`config.mk`:
```
export PLATFORM = sky130hd
export DESIGN_NAME = conv_engine_mc
export DESIGN_NICKNAME = d
export VERILOG_FILES = /design/src/rtl/conv_engine_mc.sv
export SDC_FILE = /design/constraint.sdc
export NUM_CORES = 1
export LEC_CHECK = 0
export CAP_MARGIN = 20
export CORE_MARGIN = 4
export CORE_UTILIZATION = 55
export DETAILED_ROUTE_END_ITERATION = 16
export GPL_TIMING_DRIVEN = 0
export MAX_ROUTING_LAYER = met4
export PLACE_DENSITY = 0.85
export RECOVER_POWER = 25
export SETUP_SLACK_MARGIN = 0.02
export SYNTH_ARGS = -nofsm -noshare
export SYNTH_HDL_FRONTEND = slang
export SYNTH_SLANG_ARGS = --single-unit
```
`constraint.sdc`:
```
create_clock -name i_clk -period 15.1 [get_ports i_clk]
set_input_delay 3.02 -clock i_clk [delete_from_list [all_inputs] [get_ports i_clk]]
set_output_delay 3.02 -clock i_clk [all_outputs]
set_load 0.03 [all_outputs]
```
`src/rtl/conv_engine_mc.sv`:
```
// conv_engine_mc: multi-channel KxK convolution engine.
//   Walks the output feature map row-major. For each output pixel it fetches
//   the KxK input window one tap per cycle from image SRAM (1-cycle read
//   latency), accumulates NUM_UNITS output channels in parallel, requantises
//   (arithmetic shift + saturation, optional ReLU) and offers the result on a
//   valid/ready port.
// Optional feature macro: ZERO_PAD_EN -- honour cfg_pad (1-pixel zero border).
//   Without it cfg_pad is ignored and only valid windows are computed.
// Ports:
//   i_clk, i_rst           clock, synchronous active-high reset
//   i_start                1-cycle start pulse (ignored while busy / in DONE)
//   i_cfg_*                layer config, latched on accepted start
//   i_w_flat               signed weights [u][ky][kx], unit 0 in the LSBs
//   o_img_rd_en/_addr      image SRAM read port, i_img_rd_data one cycle later
//   o_out_valid/i_out_ready/o_out_data/o_out_addr   output pixel stream
//   o_busy, o_done         layer status

// Per-channel MAC lane: accumulator plus requantiser.
module conv_mac_unit #(
    parameter int DATA_WIDTH = 8,
    parameter int ACC_W      = 20
) (
    input  logic                  i_clk,
    input  logic                  i_rst,
    input  logic                  i_clr,
    input  logic                  i_en,
    input  logic [DATA_WIDTH-1:0] i_pix,
    input  logic [DATA_WIDTH-1:0] i_wgt,
    input  logic [3:0]            i_shift,
    input  logic                  i_relu,
    output logic [DATA_WIDTH-1:0] o_q
);
    localparam int PW = 2*DATA_WIDTH + 1;
    localparam logic signed [ACC_W-1:0] UMAX = ACC_W'((1 << DATA_WIDTH) - 1);
    localparam logic signed [ACC_W-1:0] SMAX = ACC_W'((1 << (DATA_WIDTH-1)) - 1);
    localparam logic signed [ACC_W-1:0] SMIN = ACC_W'(-(1 << (DATA_WIDTH-1)));

    logic signed [ACC_W-1:0]    r_acc;
    logic signed [DATA_WIDTH:0] w_pix_s;
    logic signed [DATA_WIDTH-1:0] w_wgt_s;
    logic signed [PW-1:0]       w_prod;
    logic signed [ACC_W-1:0]    w_prod_x;
    logic signed [ACC_W-1:0]    w_r;

    // pixel is unsigned: one zero bit makes it a non-negative signed operand
    assign w_pix_s  = {1'b0, i_pix};
    assign w_wgt_s  = i_wgt;
    assign w_prod   = PW'(w_pix_s) * PW'(w_wgt_s);
    assign w_prod_x = ACC_W'(w_prod);
    assign w_r      = r_acc >>> i_shift;

    always_ff @(posedge i_clk) begin
        if (i_rst || i_clr) r_acc <= '0;
        else if (i_en)      r_acc <= r_acc + w_prod_x;
    end

    always_comb begin
        o_q = w_r[DATA_WIDTH-1:0];
        if (i_relu) begin
            if (w_r[ACC_W-1])   o_q = '0;
            else if (w_r > UMAX) o_q = '1;
        end else begin
            if (w_r > SMAX)      o_q = SMAX[DATA_WIDTH-1:0];
            else if (w_r < SMIN) o_q = SMIN[DATA_WIDTH-1:0];
        end
    end
endmodule

module conv_engine_mc #(
    parameter int K_H        = 3,
    parameter int K_W        = 3,
    parameter int MAX_H      = 16,
    parameter int MAX_W      = 15,
    parameter int NUM_UNITS  = 4,
    parameter int DATA_WIDTH = 8,
    parameter int ACC_W      = 20,
    parameter int ADDR_W     = 8
) (
    input  logic                                  i_clk,
    input  logic                                  i_rst,
    input  logic                                  i_start,
    input  logic [4:0]                            i_cfg_in_w,
    input  logic [4:0]                            i_cfg_in_h,
    input  logic                                  i_cfg_stride,
    input  logic [3:0]                            i_cfg_shift,
    input  logic                                  i_cfg_relu,
    input  logic                                  i_cfg_pad,
    input  logic [NUM_UNITS*K_H*K_W*DATA_WIDTH-1:0] i_w_flat,
    output logic                                  o_img_rd_en,
    output logic [ADDR_W-1:0]                     o_img_rd_addr,
    input  logic [DATA_WIDTH-1:0]                 i_img_rd_data,
    output logic                                  o_out_valid,
    input  logic                                  i_out_ready,
    output logic [NUM_UNITS*DATA_WIDTH-1:0]       o_out_data,
    output logic [ADDR_W-1:0]                     o_out_addr,
    output logic                                  o_busy,
    output logic                                  o_done
);
    localparam int TAPS  = K_H*K_W;
    localparam int IDX_W = (TAPS > 1) ? $clog2(TAPS) : 1;
    localparam int KY_W  = (K_H > 1) ? $clog2(K_H) : 1;
    localparam int KX_W  = (K_W > 1) ? $clog2(K_W) : 1;
    localparam int CW    = $clog2(MAX_H + 2) + 2;   // padded coords + stride headroom
    localparam logic [KY_W-1:0] KY_LAST = KY_W'(K_H - 1);
    localparam logic [KX_W-1:0] KX_LAST = KX_W'(K_W - 1);

    typedef enum logic [2:0] {S_IDLE, S_FETCH, S_DRAIN, S_OUT, S_DONE} state_t;

    // tap issued last cycle; its read data arrives this cycle
    typedef struct packed {
        logic             vld;
        logic             rd;
        logic [IDX_W-1:0] idx;
    } tap_t;

    state_t r_state, w_next;
    tap_t   r_tap;

    logic            r_stride, r_relu, r_pad, r_empty;
    logic [3:0]      r_shift;
    logic [CW-1:0]   r_ih, r_iw, r_oh_m1, r_ow_m1;
    logic [CW-1:0]   r_orow, r_ocol;
    logic [KY_W-1:0] r_ky;
    logic [KX_W-1:0] r_kx;
    logic [IDX_W-1:0] r_idx;
    logic [ADDR_W-1:0] r_pix;

    // ---------------- config decode at start ----------------
    logic          w_pad_in, w_empty;
    logic [CW-1:0] w_ih, w_iw, w_oh_m1, w_ow_m1;
`ifdef ZERO_PAD_EN
    assign w_pad_in = i_cfg_pad;
`else
    logic w_unused_pad;
    assign w_pad_in     = 1'b0;
    assign w_unused_pad = i_cfg_pad;
`endif
    assign w_ih    = CW'(i_cfg_in_h) + (w_pad_in ? CW'(2) : CW'(0));
    assign w_iw    = CW'(i_cfg_in_w) + (w_pad_in ? CW'(2) : CW'(0));
    assign w_empty = (w_ih < CW'(K_H)) || (w_iw < CW'(K_W));
    // last output index = (i - K) / S
    assign w_oh_m1 = i_cfg_stride ? ((w_ih - CW'(K_H)) >> 1) : (w_ih - CW'(K_H));
    assign w_ow_m1 = i_cfg_stride ? ((w_iw - CW'(K_W)) >> 1) : (w_iw - CW'(K_W));

    // ---------------- tap address ----------------
    logic [CW-1:0] w_y, w_x, w_ry, w_rx;
    logic          w_tap_pad, w_last_tap, w_last_pix, w_tap_vld;
    assign w_y = (r_stride ? {r_orow[CW-2:0], 1'b0} : r_orow) + CW'(r_ky);
    assign w_x = (r_stride ? {r_ocol[CW-2:0], 1'b0} : r_ocol) + CW'(r_kx);
    assign w_tap_pad = r_pad && (w_y == '0 || w_y == r_ih - CW'(1) ||
                                 w_x == '0 || w_x == r_iw - CW'(1));
    // padded-frame coords shift back by one to address the real image
    assign w_ry = r_pad ? w_y - CW'(1) : w_y;
    assign w_rx = r_pad ? w_x - CW'(1) : w_x;
    assign w_last_tap = (r_ky == KY_LAST) && (r_kx == KX_LAST);
    assign w_last_pix = (r_orow == r_oh_m1) && (r_ocol == r_ow_m1);
    assign o_img_rd_addr = o_img_rd_en ? ADDR_W'(int'(w_ry) * MAX_W + int'(w_rx)) : '0;

    // ---------------- FSM ----------------
    always_ff @(posedge i_clk) begin
        if (i_rst) r_state <= S_IDLE;
        else       r_state <= w_next;
    end

    always_comb begin
        w_next      = r_state;
        w_tap_vld   = 1'b0;
        o_img_rd_en = 1'b0;
        o_out_valid = 1'b0;
        o_busy      = 1'b0;
        o_done      = 1'b0;
        case (r_state)
            S_IDLE:  if (i_start) w_next = S_FETCH;
            S_FETCH: begin
                o_busy = 1'b1;
                if (r_empty) w_next = S_DONE;
                else begin
                    w_tap_vld   = 1'b1;
                    o_img_rd_en = ~w_tap_pad;
                    if (w_last_tap) w_next = S_DRAIN;
                end
            end
            S_DRAIN: begin
                o_busy = 1'b1;
                w_next = S_OUT;
            end
            S_OUT: begin
                o_busy      = 1'b1;
                o_out_valid = 1'b1;
                if (i_out_ready) w_next = w_last_pix ? S_DONE : S_FETCH;
            end
            S_DONE: begin
                o_done = 1'b1;
                w_next = S_IDLE;
            end
            default: w_next = S_IDLE;
        endcase
    end

    // ---------------- counters / config ----------------
    always_ff @(posedge i_clk) begin
        if (i_rst) begin
            r_tap    <= '0;
            r_stride <= 1'b0; r_relu <= 1'b0; r_pad <= 1'b0; r_empty <= 1'b0;
            r_shift  <= '0;
            r_ih     <= '0; r_iw <= '0; r_oh_m1 <= '0; r_ow_m1 <= '0;
            r_orow   <= '0; r_ocol <= '0; r_ky <= '0; r_kx <= '0; r_idx <= '0;
            r_pix    <= '0;
        end else begin
            r_tap <= '{vld: w_tap_vld, rd: o_img_rd_en, idx: r_idx};
            case (r_state)
                S_IDLE: if (i_start) begin
                    r_stride <= i_cfg_stride; r_relu <= i_cfg_relu; r_pad <= w_pad_in;
                    r_shift  <= i_cfg_shift;  r_empty <= w_empty;
                    r_ih     <= w_ih;    r_iw <= w_iw;
                    r_oh_m1  <= w_oh_m1; r_ow_m1 <= w_ow_m1;
                    r_orow   <= '0; r_ocol <= '0; r_ky <= '0; r_kx <= '0; r_idx <= '0;
                    r_pix    <= '0;
                end
                S_FETCH: if (!r_empty) begin
                    r_idx <= w_last_tap ? '0 : r_idx + IDX_W'(1);
                    if (r_kx == KX_LAST) begin
                        r_kx <= '0;
                        r_ky <= (r_ky == KY_LAST) ? '0 : r_ky + KY_W'(1);
                    end else begin
                        r_kx <= r_kx + KX_W'(1);
                    end
                end
                S_OUT: if (i_out_ready) begin
                    r_pix <= r_pix + ADDR_W'(1);
                    if (r_ocol == r_ow_m1) begin
                        r_ocol <= '0;
                        r_orow <= r_orow + CW'(1);
                    end else begin
                        r_ocol <= r_ocol + CW'(1);
                    end
                end
                default: ;
            endcase
        end
    end

    // ---------------- MAC lanes ----------------
    logic [NUM_UNITS-1:0][TAPS-1:0][DATA_WIDTH-1:0] w_wgt;
    logic [NUM_UNITS-1:0][DATA_WIDTH-1:0]           w_q;
    logic [DATA_WIDTH-1:0]                          w_pix;
    logic                                           w_clr;

    assign w_wgt = i_w_flat;
    // border taps issue no read and contribute zero
    assign w_pix = r_tap.rd ? i_img_rd_data : '0;
    assign w_clr = (r_state == S_IDLE && i_start) || (r_state == S_OUT && i_out_ready);

    for (genvar u = 0; u < NUM_UNITS; u++) begin : g_unit
        conv_mac_unit #(.DATA_WIDTH(DATA_WIDTH), .ACC_W(ACC_W)) u_mac (
            .i_clk   (i_clk),
            .i_rst   (i_rst),
            .i_clr   (w_clr),
            .i_en    (r_tap.vld),
            .i_pix   (w_pix),
            .i_wgt   (w_wgt[u][r_tap.idx]),
            .i_shift (r_shift),
            .i_relu  (r_relu),
            .o_q     (w_q[u])
        );
    end

    assign o_out_data = o_out_valid ? w_q : '0;
    assign o_out_addr = o_out_valid ? r_pix : '0;
endmodule

```
==> metrics.md, run 1 <==
| Metric | Value |
|---|---|
| Static leakage | 13.0 nW |
| Critical path's slowest cell | clkdlybuf4s50_1 |
| Largest net degree at the start of global routing | 17 |
| Clk_lat worst skew | 0.45 ns |
| Clk sinks | 140 |
| FP Rows | 76 |
| Post-synth ARST share | 0% |
| I/O pin count | 369 |
| Starting Density | between 50% and 60% |
| CP max FO | 10 |
| Clock Skew | 0.0122 ns |
| DRT antenna net count | 0 |
| Final min period | between 10 and 15 ns |
| Max-slew violations | 0 |
| WL/cell | between 20 and 25 µm |
| Seq/Total Area, Yosys | 11.6% |
| Vias per cell | between 6 and 7 |
| Worst path arrival time | 7.47 ns |
| FMAX | 0.0953 GHz |
| Commonest non-fill, non-tap cell in the layout | nor2_1 |
| Global-route wire length before repair | about 130 mm |
| Post-Syn Instances | 2,749 |
| Nets | 3,936 |
| Top post-synthesis cells by area | fa_1, ha_1, dfxtp_1 |
| CTS tree | built |
| Max_cap viols | 0 |
| Layout cells sized above 1 | 6.93% |
| Run status | complete, no violations |
| Hold_buf cts | 0 |
| Crit path buf inv count | 6 |
| Initial DRC count | around 2,600 |
| Kind of critical path | reg2out |
| Root Buffer | clkbuf_16 |
| Die height | ~220 µm |
| M3 GR Usage | 8.58% |
| Grt met2 use | 60.2% |
| Area leader, netlist | fa_1 |
| Synth warn | 0 |
| Clk buf depth | 2 |
| Synth top area share | 18.5% |
| Max stage delay on crit path | 0.70 ns |
| Syn Nets | 3,549 |
| Initial antenna violation count | 5 |
| Max-slew headroom | 19.8% |
| Syn-to-layout area delta | 20.6% |
| Worst-path clk slew | approximately 0.070 ns |
| Vias in the first global route | approximately 24,000 |
| Met1 Usage GRT | roughly 47% |
| DR vias | 23,314 |
| Critical Path End Type | primary output |
| CP Cell Sequence | clkbuf_1 > buf_1 > clkbuf_1 > mux2_2 > fa_1 > xnor2_1 > inv_1 > fa_1 > fa_1 > fa_1 > inv_1 > ha_1 > nor2b_1 > o21ai_0 > nand2b_1 > a21o_1 > a21oi_1 > xnor2_1 > nor2_1 > nor3b_1 > clkdlybuf4s50_1 |
| RSZ-0062 raised after global routing | false |
| Final Hold Violating Endpoints | 0 |
| GR peak layer | met2 |
| Synth Area per Inst | 8.79 µm² |
| Post-CTS Resized | 0 |
| Top Family by Delay on Critical Path | adder cells |
| Synth cell types | 91 |
| Hold/Removal Path Class | reg2reg |
| Die width | around 220 µm |
| Input/output buffers | 366 |
| GRT Total Usage | a little under two fifths |
| Critical path launch point type | flop |
| Critical Path RT | 12.08 ns |
| VDD IR-drop max | 0.0668 mV |
| CTS Buf Count | 17 |
| Tot Pwr | around 1.7 mW |
| Post-synth EDFFs | 0 |
| WL final | about 88 mm |
| Buffer count from post-CTS setup fixing | 0 |
| Core ar. | around 0.043 mm² |
| Power per cell area | 59.8 mW/mm² |
| Cell mode on critical path | fa_1 |
| Synth Cell Area | 0.0242 mm² |
| DRC viols | 0 |
| Initial DRT Pass Iterations | 6 |
| Tcrit/Tclk final | between 60% and 70% |
| Routability cong. | 1.01 |
| H-tree levels | 4 |
| FF+latch count, synth | 140 |
| Commonest cells after routing, fill and taps aside | nor2_1, clkdlybuf4s50_1, inv_1 |
| Worst-Margin Slew | 1.20 ns |
| Setup tns final | 0 ns |
| # setup viols final | 0 |
| Ys flop type | dfxtp_1 |
| Die area | between 0.04 and 0.05 mm² |
| Congestion Overflow GR | 0 |
| DP HPWL | 74.3 mm |
[power breakdown]
part           total, mW  switching [mW]  internal [mW]
registers          0.407          0.0239          0.383
clock network      0.422           0.187          0.234
logic              0.916           0.512          0.404
total               1.74           0.723           1.02
[sequential cells by signal, indices dropped and copies added (netlist names), 2 cells and up]
signal              cells
r_kx                    2
r_pix                   8
r_tap                   6
r_idx                   4
r_ky                    2
r_ocol                  7
r_oh_m1                 7
g_unit.u_mac.r_acc     80
r_orow                  7
r_ow_m1                 7
r_state                 3
r_shift                 4
[through the flow]
stage          std cells  utilization [%]  hold WS, ns  instance area, µm²  setup slack (ns)
2_1_floorplan       2749                -        0.434               24200              5.95
3_3_place_gp        3700             66.0        0.446               28600              4.71
3_5_place_dp        3700             66.0        0.446               28600              4.69
4_1_cts             3731             67.4        0.462               29100              4.65
5_1_grt             3736             67.4        0.486               29200              4.32
6_report            3736             67.4        0.465               29200              4.61
[area by class of cell]
cell class,count,area (µm²)
Clock buffer,18,439
Inverter,321,1200
Clock inverter,13,134
Antenna cell,3,7.51
Multi-Input combinational cell,2139,19400
Timing Repair Buffer,368,3680
Tap cell,585,732
Sequential cell,140,2800
Buffer,149,741
Fill cell,3431,14100
[cell families (layout without fill, tap and decap cells)]
family | after synthesis | count (layout) | share of synthesized area [%]
buffers and inverters | 470 | 869 | 8.05
AND/OR/NAND/NOR | 832 | 832 | 15.2
flip-flops | 140 | 140 | 11.6
adder cells (fa/ha/maj) | 483 | 483 | 31.9
AO/OA/AOI/OAI | 429 | 429 | 11.3
multiplexers | 283 | 283 | 17.9
XOR/XNOR | 112 | 112 | 4.09
other | 0 | 3 | 0
[worst paths after layout]
kind	startpoint	endpoint	slack [ns]	depth (start not counted)
max	r_stride	o_img_rd_addr[7]	4.61	21
min	r_ow_m1[5]	r_ow_m1[5]	0.47	2
max reg2reg	r_tap[1]	g_unit[1].u_mac.r_acc[19]	6.21	24
min reg2reg	r_ow_m1[5]	r_ow_m1[5]	0.47	2
[worst min-delay path, cell delays in order, from the launching register on]
cell and delay, ns:
dfxtp_1 0.32, nand2_1 0.06, nand2_1 0.04
[per-layer routing]
metal,routed length [µm],vias to the layer above
li1,-,10182
met1,33800,11642
met2,42600,1278
met3,8760,212
met4,3070,0
met5,0,-
[synthesized netlist by cell type, types with 5 or more instances]
cell	count
xor2_1	37
o211ai_1	10
mux4_1	10
o31ai_1	8
a211oi_1	25
o21a_1	7
o21ai_0	90
buf_4	8
a21boi_0	5
a22oi_1	8
nand3_1	30
nor2_1	364
or3_1	15
buf_1	18
xnor2_1	74
nor2b_1	11
a21o_1	29
a31o_2	9
mux4_2	103
nand2_1	242
a21oi_1	145
nor4_1	8
nand2b_1	40
mux2_2	11
inv_1	318
a41oi_1	7
dfxtp_1	140
o21ai_1	11
a31oi_1	11
a2111oi_0	7
fa_1	223
nor3_1	35
ha_1	260
and2_1	37
or2_2	5
nand4_1	13
buf_2	18
o22ai_1	6
o21bai_1	10
and3_1	10
buf_6	9
mux2i_1	157
clkbuf_1	90
No activity file was read; power rests on OpenSTA's default activity.
==> inputs of run 2 (changes only) <==
--- a/config.mk
+++ b/config.mk
@@ -7,11 +7,11 @@
 export LEC_CHECK = 0
 export CAP_MARGIN = 20
 export CORE_MARGIN = 4
-export CORE_UTILIZATION = 55
+export CORE_UTILIZATION = 52
 export DETAILED_ROUTE_END_ITERATION = 16
 export GPL_TIMING_DRIVEN = 0
 export MAX_ROUTING_LAYER = met4
-export PLACE_DENSITY = 0.85
+export PLACE_DENSITY = 0.84
 export RECOVER_POWER = 25
 export SETUP_SLACK_MARGIN = 0.02
 export SYNTH_ARGS = -nofsm -noshare
==> constraint.sdc (replaced) <==
create_clock -name i_clk -period 9.4 [get_ports i_clk]
set_input_delay 1.88 -clock i_clk [delete_from_list [all_inputs] [get_ports i_clk]]
set_output_delay 1.88 -clock i_clk [all_outputs]
set_load 0.03 [all_outputs]
==> metrics.md, run 2 (same netlist as run 1, synthesis figures left out) <==
| Metric | Value |
|---|---|
| Static leakage | 13.0 nW |
| Clk buf depth | 2 |
| Worst-Margin Slew | roughly 1.1 ns |
| Critical Path End Type | primary output |
| Syn-to-layout area delta | 20.6% |
| Die height | 224 µm |
| Hold/Removal Path Class | reg2reg |
| Nets | 3,935 |
| Top Registers | g_unit.u_mac.r_acc: 80 flops, r_pix: 8 flops |
| Max_cap viols | 0 |
| Critical path's slowest cell | clkdlybuf4s50_1 |
| Top Family by Delay on Critical Path | adder cells |
| GRT Total Usage | about a third |
| RSZ-0062 raised after global routing | false |
| Clk sinks | 140 |
| DRC viols | 0 |
| I/O pin count | 369 |
| Fillcell total | 3,720 |
| WL final | 84.1 mm |
| Max FFs per register | 80 |
| R2r worst-path depth | 23 |
| Worst Slack Setup Final | roughly 0.59 ns |
| H-tree levels | 4 |
| Initial DRT Pass Iterations | 6 |
| R2R Path End | g_unit[1].u_mac.r_acc[19] |
| Core ar. | 0.0457 mm² |
| Setup tns final | 0 ns |
| Largest net degree at the start of global routing | 17 |
| # setup viols final | 0 |
| Cell mode on critical path | fa_1 |
| R2r startpoint | r_tap[1] |
| WL/cell | 22.4 µm |
| Final Hold Violating Endpoints | 0 |
| Vias per cell | between 6 and 7 |
| Largest register by flop count | g_unit.u_mac.r_acc |
| Max stage delay on crit path | approximately 0.7 ns |
| Clock Skew | 0.0118 ns |
| Commonest non-fill, non-tap cell in the layout | nor2_1 |
| CP Cell Sequence | clkbuf_1 > clkbuf_2 > mux2_2 > fa_1 > xnor2_1 > inv_1 > fa_1 > fa_1 > fa_1 > inv_1 > ha_1 > nor2b_1 > o21ai_0 > nand2b_1 > a21o_1 > a21oi_1 > xnor2_1 > nor2_1 > nor3b_1 > clkdlybuf4s50_1 |
| FP Rows | 78 |
| Run status | complete, no violations |
| Clk_lat worst skew | 0.45 ns |
| Commonest cells after routing, fill and taps aside | nor2_1, clkdlybuf4s50_1, inv_1 |
| Final min period | 8.81 ns |
| Crit path buf inv count | 5 |
| Initial DRC count | roughly 2,500 |
| Kind of critical path | reg2out |
| Initial antenna violation count | 5 |
| Tcrit/Tclk final | approximately 94% |
| Power per cell area | approximately 94 mW/mm² |
| Starting Density | 52.9% |
| Buffer count from post-CTS setup fixing | 0 |
| Footprint of the multi-input gates | 0.0194 mm² |
| Reg2Reg Setup Slack | 0.92 ns |
| Sink of the worst hold path | r_oh_m1[1] |
| Max-slew headroom | 29.2% |
| Place WS | 0.373 ns |
| Layout cells sized above 1 | 6.93% |
| Max-slew violations | 0 |
| WHS | 0.469 ns |
| Global-route wire length before repair | 128 mm |
| Input/output buffers | 366 |
| Root Buffer | clkbuf_16 |
| Number of cells on the worst hold path | 2 |
| DR vias | around 23,000 |
| Register area | 0.00280 mm² |
| CTS Buf Count | 17 |
| CTS tree | built |
| Vias in the first global route | 23,123 |
| DRT antenna net count | 0 |
| FMAX | 0.113 GHz |
| Hold Path Origin | r_oh_m1[1] |
| CP max FO | 19 |
| Critical Path RT | 7.52 ns |
| Die area | roughly 0.05 mm² |
| Congestion Overflow GR | 0 |
| Critical path launch point type | flop |
| Routability cong. | 1.04 |
| Hold_buf cts | 0 |
| Die width | 224 µm |
| Worst path arrival time | 6.93 ns |
| DP HPWL | 70.3 mm |
| Worst-path clk slew | 0.06 ns |
| VDD IR-drop max | ~0.13 mV |
[run 2: changes by cell type in the layout (fill, tap and decap cells not counted), sizes merged]
cell,change
clkdlybuf4s50,-2
clkinvlp,+2
dlygate4sd3,+2
buf,-1
bufinv,-1
clkbuf,+1
clkinv,-1
diode,+1
inv,-1
[run 2: timing repair]
item                                   CTS  global route
endpoints found under the hold margin    0             0
resized for setup                        0             1
setup endpoints to repair                0             1
[run 2: stage by stage]
stage / area, µm² / power (mW) / std cells / util, %
floorplan: 24200 / 1.63 / 2749 / -
global placement: 28600 / 2.05 / 3715 / 62.6
detailed placement: 28600 / 2.08 / 3716 / 62.6
CTS: 29100 / 2.71 / 3747 / 63.8
global route: 29200 / 2.91 / 3751 / 63.8
finish: 29200 / 2.74 / 3751 / 63.8
[run 2: layout make-up]
class	instances	area share, %
antenna	4	0.0343
buffer	148	2.53
clock buffer	19	1.52
clock inverter	12	0.305
inverter	321	4.13
multi-input combinational	2139	66.6
sequential	140	9.61
tap	600	2.58
timing repair buffer	368	12.6
[run 2: worst register-to-register path: stages, from the launching register on]
cell	delay, ns
dfxtp_1	0.44
buf_6	0.20
clkbuf_1	0.49
clkbuf_1	0.63
mux4_2	0.40
mux2i_1	0.21
nor2_1	0.07
a21oi_1	0.82
nand2b_1	0.23
fa_1	0.45
fa_1	0.55
inv_1	0.06
fa_1	0.53
fa_1	0.59
fa_1	0.42
ha_1	0.35
o21ai_0	0.12
o21ai_0	0.15
a2111oi_1	0.51
nor3_1	0.17
or3_1	0.39
a21oi_1	0.28
o31ai_1	0.17
mux2i_1	0.13
[run 2: worst max path at each step]
stage                       startpoint                         to  slack, ns  cells after the start
final                         r_stride           o_img_rd_addr[7]       0.59                     20
after global placement    i_w_flat[85]  g_unit[1].u_mac.r_acc[19]       0.47                     21
after CTS                     r_stride           o_img_rd_addr[7]       0.06                     21
after floorplan               r_stride           o_img_rd_addr[7]       1.39                     20
after global routing          r_stride           o_img_rd_addr[7]       0.13                     20
after detailed placement  i_w_flat[85]  g_unit[1].u_mac.r_acc[19]       0.37                     21
[run 2: routing by layer]
| layer | global-route usage, % | wire [µm] |
|---|---|---|
| met5 | - | 0 |
| met4 | 10.4 | 2980 |
| met3 | 10.7 | 9730 |
| met2 | 52.6 | 39100 |
| met1 | 42.1 | 32300 |
[run 2: power by group]
| group | total [mW] | switching [mW] | internal, mW | leakage (nW) |
|---|---|---|---|---|
| logic | 1.46 | 0.809 | 0.650 | 11.6 |
| registers | 0.652 | 0.0364 | 0.616 | 1.13 |
| clock network | 0.631 | 0.287 | 0.344 | 0.252 |
| total | 2.74 | 1.13 | 1.61 | 13.0 |
